### config.mk
export PLATFORM = sky130hd
export DESIGN_NAME = gpr_wb_arbiter_flat
export DESIGN_NICKNAME = d
export VERILOG_FILES = /design/src/rtl/gpr_wb_arbiter_pkg.sv /design/src/rtl/gpr_wb_arbiter_if.sv /design/src/rtl/gpr_scoreboard.sv /design/src/rtl/gpr_wb_arbiter.sv /design/src/flat_wrapper.sv
export SDC_FILE = /design/constraint.sdc
export NUM_CORES = 1
export LEC_CHECK = 0
export ABC_AREA = 1
export BUFFER_PORTS_ARGS = -buffer_cell sky130_fd_sc_hd__clkbuf_2
export CAP_MARGIN = 15
export CORE_ASPECT_RATIO = 1.5
export CORE_MARGIN = 2
export CORE_UTILIZATION = 51
export CTS_CLUSTER_SIZE = 14
export DETAILED_ROUTE_END_ITERATION = 16
export PLACE_DENSITY = 0.81
export SYNTH_ARGS = -nofsm -noshare
export SYNTH_HDL_FRONTEND = slang
export SYNTH_HIERARCHICAL = 1
export SYNTH_SLANG_ARGS = --single-unit
### constraint.sdc
create_clock -name clk -period 2.8 [get_ports clk]
set_clock_uncertainty 0.15 [all_clocks]
set_input_delay 0.56 -clock clk [delete_from_list [all_inputs] [get_ports clk]]
set_output_delay 0.56 -clock clk [all_outputs]
set_load 0.1 [all_outputs]
### src/rtl/gpr_wb_arbiter_pkg.sv
// Shared types and constants for the GPR write-back arbiter.
// Register index/data widths, requester ids and rs_use bit positions.
package gpr_wb_arbiter_pkg;

  localparam int GPR_ADDR_WIDTH = 5;
  localparam int DATA_WIDTH     = 32;
  localparam int NUM_GPR        = 2 ** GPR_ADDR_WIDTH;

  localparam logic REQ_EXU = 1'b0;
  localparam logic REQ_LSU = 1'b1;

  localparam int RS1_USE = 0;
  localparam int RS2_USE = 1;

  typedef logic [GPR_ADDR_WIDTH-1:0] gpr_addr_t;
  typedef logic [DATA_WIDTH-1:0]     gpr_data_t;

endpackage

### src/rtl/gpr_wb_arbiter_if.sv
// Write-back, issue and GPR write-port signals of the arbiter.
// The slave modport is the arbiter's view; master is the environment's.
interface gpr_wb_arbiter_if;
  import gpr_wb_arbiter_pkg::*;

  logic        exu_wb_valid;
  logic        exu_wb_ready;
  gpr_addr_t   exu_wb_rd;
  gpr_data_t   exu_wb_data;

  logic        lsu_wb_valid;
  logic        lsu_wb_ready;
  gpr_addr_t   lsu_wb_rd;
  gpr_data_t   lsu_wb_data;

  logic        issue_valid;
  logic        issue_ready;
  logic        issue_rd_wen;
  gpr_addr_t   issue_rd;
  logic [1:0]  issue_rs_use;
  gpr_addr_t   issue_rs1;
  gpr_addr_t   issue_rs2;
  logic        hazard_stall;

  logic        gpr_wen;
  gpr_addr_t   gpr_waddr;
  gpr_data_t   gpr_wdata;

  modport master (
    output exu_wb_valid, exu_wb_rd, exu_wb_data,
    input  exu_wb_ready,
    output lsu_wb_valid, lsu_wb_rd, lsu_wb_data,
    input  lsu_wb_ready,
    output issue_valid, issue_rd_wen, issue_rd,
    output issue_rs_use, issue_rs1, issue_rs2,
    input  issue_ready, hazard_stall,
    input  gpr_wen, gpr_waddr, gpr_wdata
  );

  modport slave (
    input  exu_wb_valid, exu_wb_rd, exu_wb_data,
    output exu_wb_ready,
    input  lsu_wb_valid, lsu_wb_rd, lsu_wb_data,
    output lsu_wb_ready,
    input  issue_valid, issue_rd_wen, issue_rd,
    input  issue_rs_use, issue_rs1, issue_rs2,
    output issue_ready, hazard_stall,
    output gpr_wen, gpr_waddr, gpr_wdata
  );

endinterface

### src/rtl/gpr_scoreboard.sv
// Per-register pending bits for in-flight GPR writes.
// x0 never becomes pending; a set and clear of one entry at one edge keeps it set.
module gpr_scoreboard
  import gpr_wb_arbiter_pkg::*;
(
  input  logic      clk_i,
  input  logic      rst_i,
  input  logic      set_en_i,
  input  gpr_addr_t set_idx_i,
  input  logic      clr_en_i,
  input  gpr_addr_t clr_idx_i,
  input  gpr_addr_t rs1_idx_i,
  input  gpr_addr_t rs2_idx_i,
  input  gpr_addr_t rd_idx_i,
  output logic      rs1_pend_o,
  output logic      rs2_pend_o,
  output logic      rd_pend_o
);

  logic [NUM_GPR-1:0] pend_q;
  logic [NUM_GPR-1:0] pend_d;

  always_comb begin
    pend_d = pend_q;
    if (clr_en_i) pend_d[clr_idx_i] = 1'b0;
    if (set_en_i) pend_d[set_idx_i] = 1'b1;
    pend_d[0] = 1'b0;
  end

  always_ff @(posedge clk_i) begin
    if (rst_i) pend_q <= '0;
    else       pend_q <= pend_d;
  end

  assign rs1_pend_o = pend_q[rs1_idx_i];
  assign rs2_pend_o = pend_q[rs2_idx_i];
  assign rd_pend_o  = pend_q[rd_idx_i];

endmodule

### src/rtl/gpr_wb_arbiter.sv
// Round-robin EXU/LSU write-back arbiter owning the GPR write port,
// with a pending scoreboard that stalls issue on RAW/WAW hazards.
module gpr_wb_arbiter
  import gpr_wb_arbiter_pkg::*;
(
  input logic              clk,
  input logic              rst,
  gpr_wb_arbiter_if.slave  bus
);

  logic      ptr_q, ptr_d;
  logic      wen_q, wen_d;
  gpr_addr_t waddr_q, waddr_d;
  gpr_data_t wdata_q, wdata_d;

  logic      contest;
  logic      exu_win;
  logic      lsu_win;
  logic      hs;
  gpr_addr_t win_rd;
  gpr_data_t win_data;

  logic      rs1_pend;
  logic      rs2_pend;
  logic      rd_pend;
  logic      issue_ok;
  logic      sb_set;

  assign contest = bus.exu_wb_valid & bus.lsu_wb_valid;
  assign exu_win = bus.exu_wb_valid &
                   (~bus.lsu_wb_valid | (ptr_q == REQ_EXU));
  assign lsu_win = bus.lsu_wb_valid &
                   (~bus.exu_wb_valid | (ptr_q == REQ_LSU));
  assign hs      = exu_win | lsu_win;

  assign bus.exu_wb_ready = exu_win;
  assign bus.lsu_wb_ready = lsu_win;

  always_comb begin
    win_rd   = '0;
    win_data = '0;
    unique case (1'b1)
      exu_win: begin
        win_rd   = bus.exu_wb_rd;
        win_data = bus.exu_wb_data;
      end
      lsu_win: begin
        win_rd   = bus.lsu_wb_rd;
        win_data = bus.lsu_wb_data;
      end
      default: ;
    endcase
  end

  // Only a contested grant hands priority to the loser.
  always_comb begin
    ptr_d   = contest ? ~ptr_q : ptr_q;
    wen_d   = hs & (win_rd != '0);
    waddr_d = hs ? win_rd : waddr_q;
    wdata_d = hs ? win_data : wdata_q;
  end

  always_ff @(posedge clk) begin
    if (rst) begin
      ptr_q   <= REQ_EXU;
      wen_q   <= 1'b0;
      waddr_q <= '0;
      wdata_q <= '0;
    end else begin
      ptr_q   <= ptr_d;
      wen_q   <= wen_d;
      waddr_q <= waddr_d;
      wdata_q <= wdata_d;
    end
  end

  assign bus.gpr_wen   = wen_q;
  assign bus.gpr_waddr = waddr_q;
  assign bus.gpr_wdata = wdata_q;

  assign issue_ok =
    ~((bus.issue_rs_use[RS1_USE] & rs1_pend) |
      (bus.issue_rs_use[RS2_USE] & rs2_pend) |
      (bus.issue_rd_wen & rd_pend));

  assign sb_set = bus.issue_valid & issue_ok &
                  bus.issue_rd_wen & (bus.issue_rd != '0);

  assign bus.issue_ready  = issue_ok;
  assign bus.hazard_stall = bus.issue_valid & ~issue_ok;

  // Pending clears at the edge the GPR captures the write.
  gpr_scoreboard u_sb (
    .clk_i      (clk),
    .rst_i      (rst),
    .set_en_i   (sb_set),
    .set_idx_i  (bus.issue_rd),
    .clr_en_i   (wen_q),
    .clr_idx_i  (waddr_q),
    .rs1_idx_i  (bus.issue_rs1),
    .rs2_idx_i  (bus.issue_rs2),
    .rd_idx_i   (bus.issue_rd),
    .rs1_pend_o (rs1_pend),
    .rs2_pend_o (rs2_pend),
    .rd_pend_o  (rd_pend)
  );

endmodule

### src/flat_wrapper.sv
// flat-port wrapper written by rule: the top's interface ports become plain ports
module gpr_wb_arbiter_flat import gpr_wb_arbiter_pkg::*;
  (clk, rst, bus_exu_wb_valid, bus_exu_wb_rd, bus_exu_wb_data, bus_exu_wb_ready, bus_lsu_wb_valid, bus_lsu_wb_rd, bus_lsu_wb_data, bus_lsu_wb_ready, bus_issue_valid, bus_issue_rd_wen, bus_issue_rd, bus_issue_rs_use, bus_issue_rs1, bus_issue_rs2, bus_issue_ready, bus_hazard_stall, bus_gpr_wen, bus_gpr_waddr, bus_gpr_wdata);
  gpr_wb_arbiter_if bus_i ();
  input logic clk;
  input logic rst;
  input wire logic [$bits(bus_i.exu_wb_valid)-1:0] bus_exu_wb_valid;
  input wire logic [$bits(bus_i.exu_wb_rd)-1:0] bus_exu_wb_rd;
  input wire logic [$bits(bus_i.exu_wb_data)-1:0] bus_exu_wb_data;
  output wire logic [$bits(bus_i.exu_wb_ready)-1:0] bus_exu_wb_ready;
  input wire logic [$bits(bus_i.lsu_wb_valid)-1:0] bus_lsu_wb_valid;
  input wire logic [$bits(bus_i.lsu_wb_rd)-1:0] bus_lsu_wb_rd;
  input wire logic [$bits(bus_i.lsu_wb_data)-1:0] bus_lsu_wb_data;
  output wire logic [$bits(bus_i.lsu_wb_ready)-1:0] bus_lsu_wb_ready;
  input wire logic [$bits(bus_i.issue_valid)-1:0] bus_issue_valid;
  input wire logic [$bits(bus_i.issue_rd_wen)-1:0] bus_issue_rd_wen;
  input wire logic [$bits(bus_i.issue_rd)-1:0] bus_issue_rd;
  input wire logic [$bits(bus_i.issue_rs_use)-1:0] bus_issue_rs_use;
  input wire logic [$bits(bus_i.issue_rs1)-1:0] bus_issue_rs1;
  input wire logic [$bits(bus_i.issue_rs2)-1:0] bus_issue_rs2;
  output wire logic [$bits(bus_i.issue_ready)-1:0] bus_issue_ready;
  output wire logic [$bits(bus_i.hazard_stall)-1:0] bus_hazard_stall;
  output wire logic [$bits(bus_i.gpr_wen)-1:0] bus_gpr_wen;
  output wire logic [$bits(bus_i.gpr_waddr)-1:0] bus_gpr_waddr;
  output wire logic [$bits(bus_i.gpr_wdata)-1:0] bus_gpr_wdata;
  assign bus_i.exu_wb_valid = bus_exu_wb_valid;
  assign bus_i.exu_wb_rd = bus_exu_wb_rd;
  assign bus_i.exu_wb_data = bus_exu_wb_data;
  assign bus_exu_wb_ready = bus_i.exu_wb_ready;
  assign bus_i.lsu_wb_valid = bus_lsu_wb_valid;
  assign bus_i.lsu_wb_rd = bus_lsu_wb_rd;
  assign bus_i.lsu_wb_data = bus_lsu_wb_data;
  assign bus_lsu_wb_ready = bus_i.lsu_wb_ready;
  assign bus_i.issue_valid = bus_issue_valid;
  assign bus_i.issue_rd_wen = bus_issue_rd_wen;
  assign bus_i.issue_rd = bus_issue_rd;
  assign bus_i.issue_rs_use = bus_issue_rs_use;
  assign bus_i.issue_rs1 = bus_issue_rs1;
  assign bus_i.issue_rs2 = bus_issue_rs2;
  assign bus_issue_ready = bus_i.issue_ready;
  assign bus_hazard_stall = bus_i.hazard_stall;
  assign bus_gpr_wen = bus_i.gpr_wen;
  assign bus_gpr_waddr = bus_i.gpr_waddr;
  assign bus_gpr_wdata = bus_i.gpr_wdata;
  gpr_wb_arbiter u_core (.clk(clk), .rst(rst), .bus(bus_i));
endmodule
==> impl_results.md, run 1 <==
* Remaining global-route overflow at 0
* Core ar. at 7710 sq um
* Final RePlAce weighted congestion at ~0.95
* Nets at about 880
* Slew HR at 0.6234
* Yosys warnings at 6
* Area delta synth->final at 29.83%
* DR WL/cell at between 15 and 20 microns
* Most used cell, CP: nand2_1
* Status: finished clean
* Critical path launch point type: primary input
* Worst hold slack at around 0.33 ns
* Max-cap violations at 0
* CTS buffer count at 9
* DRC at 0
* Final slew viol count at 0
* Setup bufs post-CTS at 0
* Pint at 1.945 mW
* Diodes inserted at 0
* Max FO, Critical Path at 13
* Final period util at 0.9569
* Port bufs at 138
* Die ar. at ~8700 sq um
* Post-synthesis sequential area ratio at 0.3438
* Layout cells sized above 1 at 0.2694
* Die height at 113.5 microns
* Synth area leaders: dfxtp_1, nand2_1, nand3_1
* Final WL at between 10000 and 15000 microns
* Initial antenna violation count at 0
* Drt first-iter violations at 450
* Routed via count at just under 5000
* Ports at roughly 140
* CTS tree: done
* Clock share of power at 0.356
* Unique masters post-synth at 21
* Compound-Gate Fraction of Synth Area at 0.1265
* H-tree depth at 3
* Longest Clk Path Bufs at 2
* Switch Pwr at between 1 and 1.5 mW
* Post-synthesis register bit count at 70
* Post-synthesis adder-cell area fraction at 0
* Post-synthesis xor/xnor area fraction at 0
* VDD IR max at 0.5776 mV
* Fmax at 0.3732 GHz
* Busiest grt layer: met2
* Starting Density at 0.5287
* Yosys top cell by area: dfxtp_1
* Post-layout min period at approximately 2.7 ns
* Syn Nets at around 740
* Power share of the combinational group at 0.286
* Post-Synth Simple-Gate Area at 0.4227
* RSZ-0062 raised after global routing: false
* # rows at 39
* Final Hold Fails at 0
* Cell area after synthesis at between 4000 and 5000 sq um
* Worst path max stage delay at 0.15 ns
* Crit path DAT at around 2.0 ns
* Vias/cell at about 5.5
* M3 GR Usage at 0.06804
* Largest family of logic cells by synthesized area: simple AND/OR/NAND/NOR gates
* Clock Sinks at 70
* Crit Path Class: in2out
* Avg Synthesized Cell Area at roughly 6.4 sq um
* Finished Layout Cells at 889
* Top cell type's share of synthesized area at 0.3438
* Synthesized instance count at 640
* Root buf cell: clkbuf_16
* Leakage at between 2 and 2.5 nW
* Worst EP required at about 2.1 ns
* Crit path max-delay family: simple AND/OR/NAND/NOR gates
* Slew at the pin closest to its max-slew limit at approximately 0.57 ns
* Met1 Use GR at 0.3105
* Antenna viol nets, final at 0
* Post-synthesis mux area share at 0
* Clk_lat worst skew at between 0.3 and 0.4 ns
* Reg power frac at 0.358
* Worst hold-check path type: reg2reg
* CP Capture Type: output port
* Critical-path cell list: buf_4 > buf_12 > nand2_1 > nand3_1 > nand3_1 > nand2_1 > nand2_1 > nand2_1 > nand2_1 > nand2_1 > nand2_1 > nand3_2 > clkinvlp_4 > buf_4 > buf_12
* Die width at roughly 77 microns
* Power per cell area at 572.1 nW/um^2
* First-pass GRT wire length at between 20000 and 25000 microns
* Pre-antenna DRT Iters at 5
* Grt met2 use at 0.5789
* Dpl cells at 872
* Setup-failing EPs final at 0
* Post-route setup TNS at 0 ns
* Largest net degree at the start of global routing at 34
* Reg clk slew, reported paths at around 0.050 ns
* Gr usage total at 0.3066
* Crit path buf inv count at 5
* Fillers at around 700
* Crit-path slowest cell: buf_12
* Switching Share at 0.3577
* Number of global-route vias before repair at between 4000 and 5000
* DP Wirelength at ~10000 microns
synthesized netlist by cell type:
cell type	n
nand3b_1	1
inv_1	35
nor3_1	34
dfxtp_1	70
buf_4	10
nor3_2	7
buf_2	4
o21ai_0	29
nor3_4	4
o21ai_1	41
nand2_1	165
nand2_2	4
clkbuf_1	5
nor2_1	73
inv_2	12
buf_6	11
nand3_1	97
buf_1	1
inv_4	3
or2_1	1
a21oi_1	33
registers in the layout, indices dropped and copies added, names as in the netlist:
register and cells:
u_core/ptr_q 1, u_core/bus.gpr_waddr 5, u_core/u_sb/pend_q 31, u_core/bus.gpr_wen 1
u_core/bus.gpr_wdata 32
per-stage QoR:
step,util,cell area (sq um),total power [mW],setup slack [ns]
after floorplan,-,4094,1.732,0.01983
after global placement,0.6425,4954,1.944,0.08871
after detailed placement,0.6425,4954,1.954,0.008995
after CTS,0.6792,5236,3.041,0.08411
after global routing,0.6865,5293,3.143,0.005218
final,0.6865,5293,3.028,0.1207
power by group through the flow:
| stage | clock network (mW) | logic (mW) | registers, mW |
|---|---|---|---|
| floorplan | 0 | 0.302 | 1.43 |
| global placement | 0 | 0.843 | 1.10 |
| detailed placement | 0 | 0.851 | 1.10 |
| CTS | 1.10 | 0.854 | 1.08 |
| global route | 1.14 | 0.917 | 1.09 |
| finish | 1.08 | 0.866 | 1.08 |
final cells by class:
cell class                      count  area (sq um)  area share
Tap cell                          102         127.6     0.02411
Inverter                           50         206.4     0.03901
Sequential cell                    70          1401      0.2648
Clock inverter                      5         50.05    0.009456
Multi-Input combinational cell    489          2257      0.4265
Clock buffer                       11         232.7     0.04397
Timing Repair Buffer              162          1017      0.1922
cell families after synthesis:
logic type / count (synthesis)
simple gates: 386
compound gates: 103
buf+inv: 81
flops: 70
timing repair:
| item | in CTS | in global routing |
|---|---|---|
| hold buffers | 0 | 0 |
| gates resized for setup | 0 | 17 |
| setup endpoints to repair | 0 | 2 |
| hold endpoints to repair | 0 | 0 |
per-layer routing:
metal	vias to the layer above	routed length, microns
li1	2387	-
met4	0	538
met2	252	7083
met5	-	0
met3	35	1050
met1	2195	4812
tightest hold or removal path: stages, from the launching register on:
cell	delay (ns)
dfxtp_1	0.30
o21ai_1	0.07
a21oi_1	0.06
cell usage in the layout (no fill, tap or decap), drive strengths merged:
cell,Yosys,routed
buf,26,30
a21oi,33,33
inv,50,49
nor2,73,73
dfxtp,70,70
nand3b,1,1
bufinv,0,1
nand3,97,97
or2,1,1
o21ai,70,70
clkinv,0,4
nand2,169,169
nor3,45,45
clkinvlp,0,1
clkbuf,5,143
path summary, 6_finish.rpt:
| check | start | to | slack (ns) | cells past startpoint |
|---|---|---|---|---|
| worst min-delay path | u_core/u_sb/pend_q[5] | u_core/u_sb/pend_q[5] | 0.33 | 2 |
| worst max-delay path | bus_issue_rs2[0] | bus_issue_ready | 0.12 | 15 |
| worst min register to register | u_core/u_sb/pend_q[5] | u_core/u_sb/pend_q[5] | 0.33 | 2 |
| worst max register to register | u_core/u_sb/pend_q[25] | u_core/u_sb/pend_q[6] | 0.50 | 18 |
Note: power is estimated with default switching activity, not from simulation.
==> run 2: changes to the inputs <==
--- a/config.mk
+++ b/config.mk
@@ -5,7 +5,6 @@
 export SDC_FILE = /design/constraint.sdc
 export NUM_CORES = 1
 export LEC_CHECK = 0
-export ABC_AREA = 1
 export BUFFER_PORTS_ARGS = -buffer_cell sky130_fd_sc_hd__clkbuf_2
 export CAP_MARGIN = 15
 export CORE_ASPECT_RATIO = 1.5
==> impl_results.md, run 2 <==
* Status: complete, but fails checks
* Failing checks: negative setup slack
* Fmax at 0.3286 GHz (-12%)
* Power per cell area at 569.0 nW/um^2 (-0.53%)
* Crit path max-delay family: buffers and inverters
* Reg clk slew, reported paths at 0.05 ns (about the same)
* Routed via count at 4460 (-8.4%)
* Count leader, synth: dfxtp_1
* Cell area after synthesis at 4160 sq um (+2.1%)
* Finished Layout Cells at 725 (-18%)
* Place WS at -0.3657 ns (-0.3747 ns)
* Final period util at 1.087 (+0.1299)
* Main synth FF type: dfxtp_1
* Starting Density at 0.5228 (-0.005926)
* DP Wirelength at 9504 microns (-7.2%)
* Yosys warnings at 6 (unchanged)
* Worst setup margin at -0.2429 ns (-0.3636 ns)
* Commonest cells in the netlist: dfxtp_1, nor2_1, a21oi_1, nand2_1, o21ai_0
* Clk_lat worst skew at 0.32 ns (about the same)
* Crit-path slowest cell: mux4_2
* Slew HR at 0.5086 (-0.1149)
* Diodes inserted at 0 (unchanged)
* Vias/cell at 6.152 (+12%)
* Port bufs at 138 (unchanged)
* Die ar. at 8911 sq um (+2.0%)
* Max reg flops at 32 (unchanged)
* Synthesized instance count at 469 (-27%)
* Syn Nets at 566 (-23%)
* Drt first-iter violations at 328 (-27%)
* Gr usage total at 0.2808 (-0.02584)
* Area delta synth->final at 31.79%
* Max FO, Critical Path at 3 (-10)
* Unique masters post-synth at 48 (+130%)
* Largest net degree at the start of global routing at 45 (+32%)
* Nets at 712 (-19%)
* Longest Clk Path Bufs at 2 (unchanged)
* RSZ-0062 raised after global routing: true
* Final instance area at 5483 sq um (+3.6%)
* Initial antenna violation count at 0 (unchanged)
* Remaining global-route overflow at 0 (unchanged)
* DRC at 0 (unchanged)
* Dpl cells at 708 (-19%)
* Post-synth EDFFs at 0 (unchanged)
* Most frequent cells in the layout: clkbuf_2, dfxtp_1, nor2_1, nand2_1, o21ai_0
* Ports at 139 (unchanged)
* Layout cells sized above 1 at 0.4210 (+0.1516)
* Core ar. at 7958 sq um (+3.2%)
* Clock Sinks at 70 (unchanged)
* Pre-antenna DRT Iters at 5 (unchanged)
* Crit path buf inv count at 4 (-1)
* Worst path max stage delay at 0.50 ns (+0.35 ns)
* Avg Synthesized Cell Area at 8.870 sq um (+39%)
* Post-synthesis register bit count at 70 (unchanged)
* DR WL/cell at 17.96 microns (+18%)
* Worst hold-check path type: in2reg
* Synth area leaders: dfxtp_1, o221a_2, mux2i_1
* CTS tree: done
* VDD IR max at 0.4769 mV (-17%)
* Ys async rst share at 0 (unchanged)
* Final slew viol count at 0 (unchanged)
* Antenna viol nets, final at 0 (unchanged)
* DP Area at 5072 sq um (+2.4%)
* Final WL at 13020 microns (-3.5%)
* Die height at 114.6 microns (+0.99%)
* Slew at the pin closest to its max-slew limit at 0.7372 ns (+0.1699 ns)
* Crit Path Class: in2out
* CTS buffer count at 9 (unchanged)
* Tot Pwr at 3.120 mW (+3.0%)
* Die width at 77.75 microns (+0.97%)
* Post-synthesis sequential area ratio at 0.3368 (-0.006927)
* Final Hold Fails at 0 (unchanged)
* Crit path DAT at 2.33 ns (+0.36 ns)
* Most common cell after layout, fill and taps aside: clkbuf_2
* First-pass GRT wire length at 20140 microns (-5.8%)
* Yosys top cell by area: dfxtp_1
* Number of global-route vias before repair at 4386 (-5.8%)
* Root buf cell: clkbuf_16
* Setup-failing EPs final at 33 (+33)
* Critical path launch point type: primary input
* CP Capture Type: output port
* Leakage at 2.328 nW (-6.6%)
* Critical-path cell list: clkbuf_2 > mux4_2 > nand2b_4 > o2111ai_2 > nand4_1 > a222oi_1 > buf_4 > buf_6 > buf_12
* Post-layout min period at 3.043 ns (+0.3636 ns)
* Final RePlAce weighted congestion at 0.9085 (-4.2%)
* # rows at 40 (+2.6%)
* Max-cap violations at 0 (unchanged)
* H-tree depth at 3 (unchanged)
* Worst EP required at 2.09 ns (about the same)
* Top cell type's share of synthesized area at 0.3368 (-0.006927)
[run 2: final timing paths]
| path | start | end | cells after the start | slack, ns |
|---|---|---|---|---|
| max | bus_issue_rs1[0] | bus_issue_ready | 9 | -0.24 |
| min | bus_lsu_wb_rd[0] | u_core/bus.gpr_waddr[0] | 3 | 0.35 |
| max reg2reg | u_core/u_sb/pend_q[4] | u_core/u_sb/pend_q[10] | 12 | -0.09 |
| min reg2reg | u_core/u_sb/pend_q[23] | u_core/u_sb/pend_q[23] | 2 | 0.37 |
[run 2: area by class of cell]
cell class / count / area (sq um)
inverter: 7 / 28.78
clock inverter: 4 / 45.04
tap: 105 / 131.4
sequential: 70 / 1405
multi-input combinational: 358 / 2595
clock buffer: 12 / 256.5
fill: 628 / 2475
timing repair buffer: 169 / 1021
[run 2: logic make-up (layout without fill, tap and decap cells)]
group / after synthesis / in the layout / share of synthesized area
AND/OR/NAND/NOR: 178 / 178 / 0.2184
AO/OA/AOI/OAI: 132 / 132 / 0.2319
flip-flops: 70 / 70 / 0.3368
multiplexers: 47 / 47 / 0.1462
buffers and inverters: 41 / 192 / 0.06466
XOR/XNOR: 1 / 1 / 0.002106
[run 2: what timing repair did]
item                                    4_1_cts  5_1_grt
pin swaps                                     2        3
setup buffers                                 0        1
endpoints found under the setup margin       17       33
hold buffers                                  0        0
gates resized for setup                       3       29
[run 2: per-stage QoR]
stage | util | hold WS, ns | TNS, ns
CTS | 0.6769 | 0.3343 | -0.4793
detailed placement | 0.6374 | 0.3497 | -10.70
floorplan | - | 0.3170 | -78.31
global route | 0.6890 | 0.3475 | -4.648
global placement | 0.6374 | 0.3396 | -8.869
finish | 0.6890 | 0.3451 | -1.912
[run 2: tightest hold or removal path: cells and delay by family]
kind / cells / cell delay (ns)
buffers and inverters: 2 / 0.15
AOI/OAI and AO/OA: 1 / 0.05
[run 2: per-layer routing]
layer / part of all wire / global-route usage
met5: 0 / 0
met4: 0.041 / 0.1452
met2: 0.51 / 0.5132
met1: 0.37 / 0.3037
met3: 0.071 / 0.05284
[run 2: report_power, final]
part	total [mW]	internal, mW	leakage [nW]	switching [mW]
Clock	1.13	0.733	0.152	0.399
Sequential	1.09	1.05	0.576	0.0394
Combinational	0.901	0.264	1.60	0.637
Total	3.12	2.04	2.33	1.08
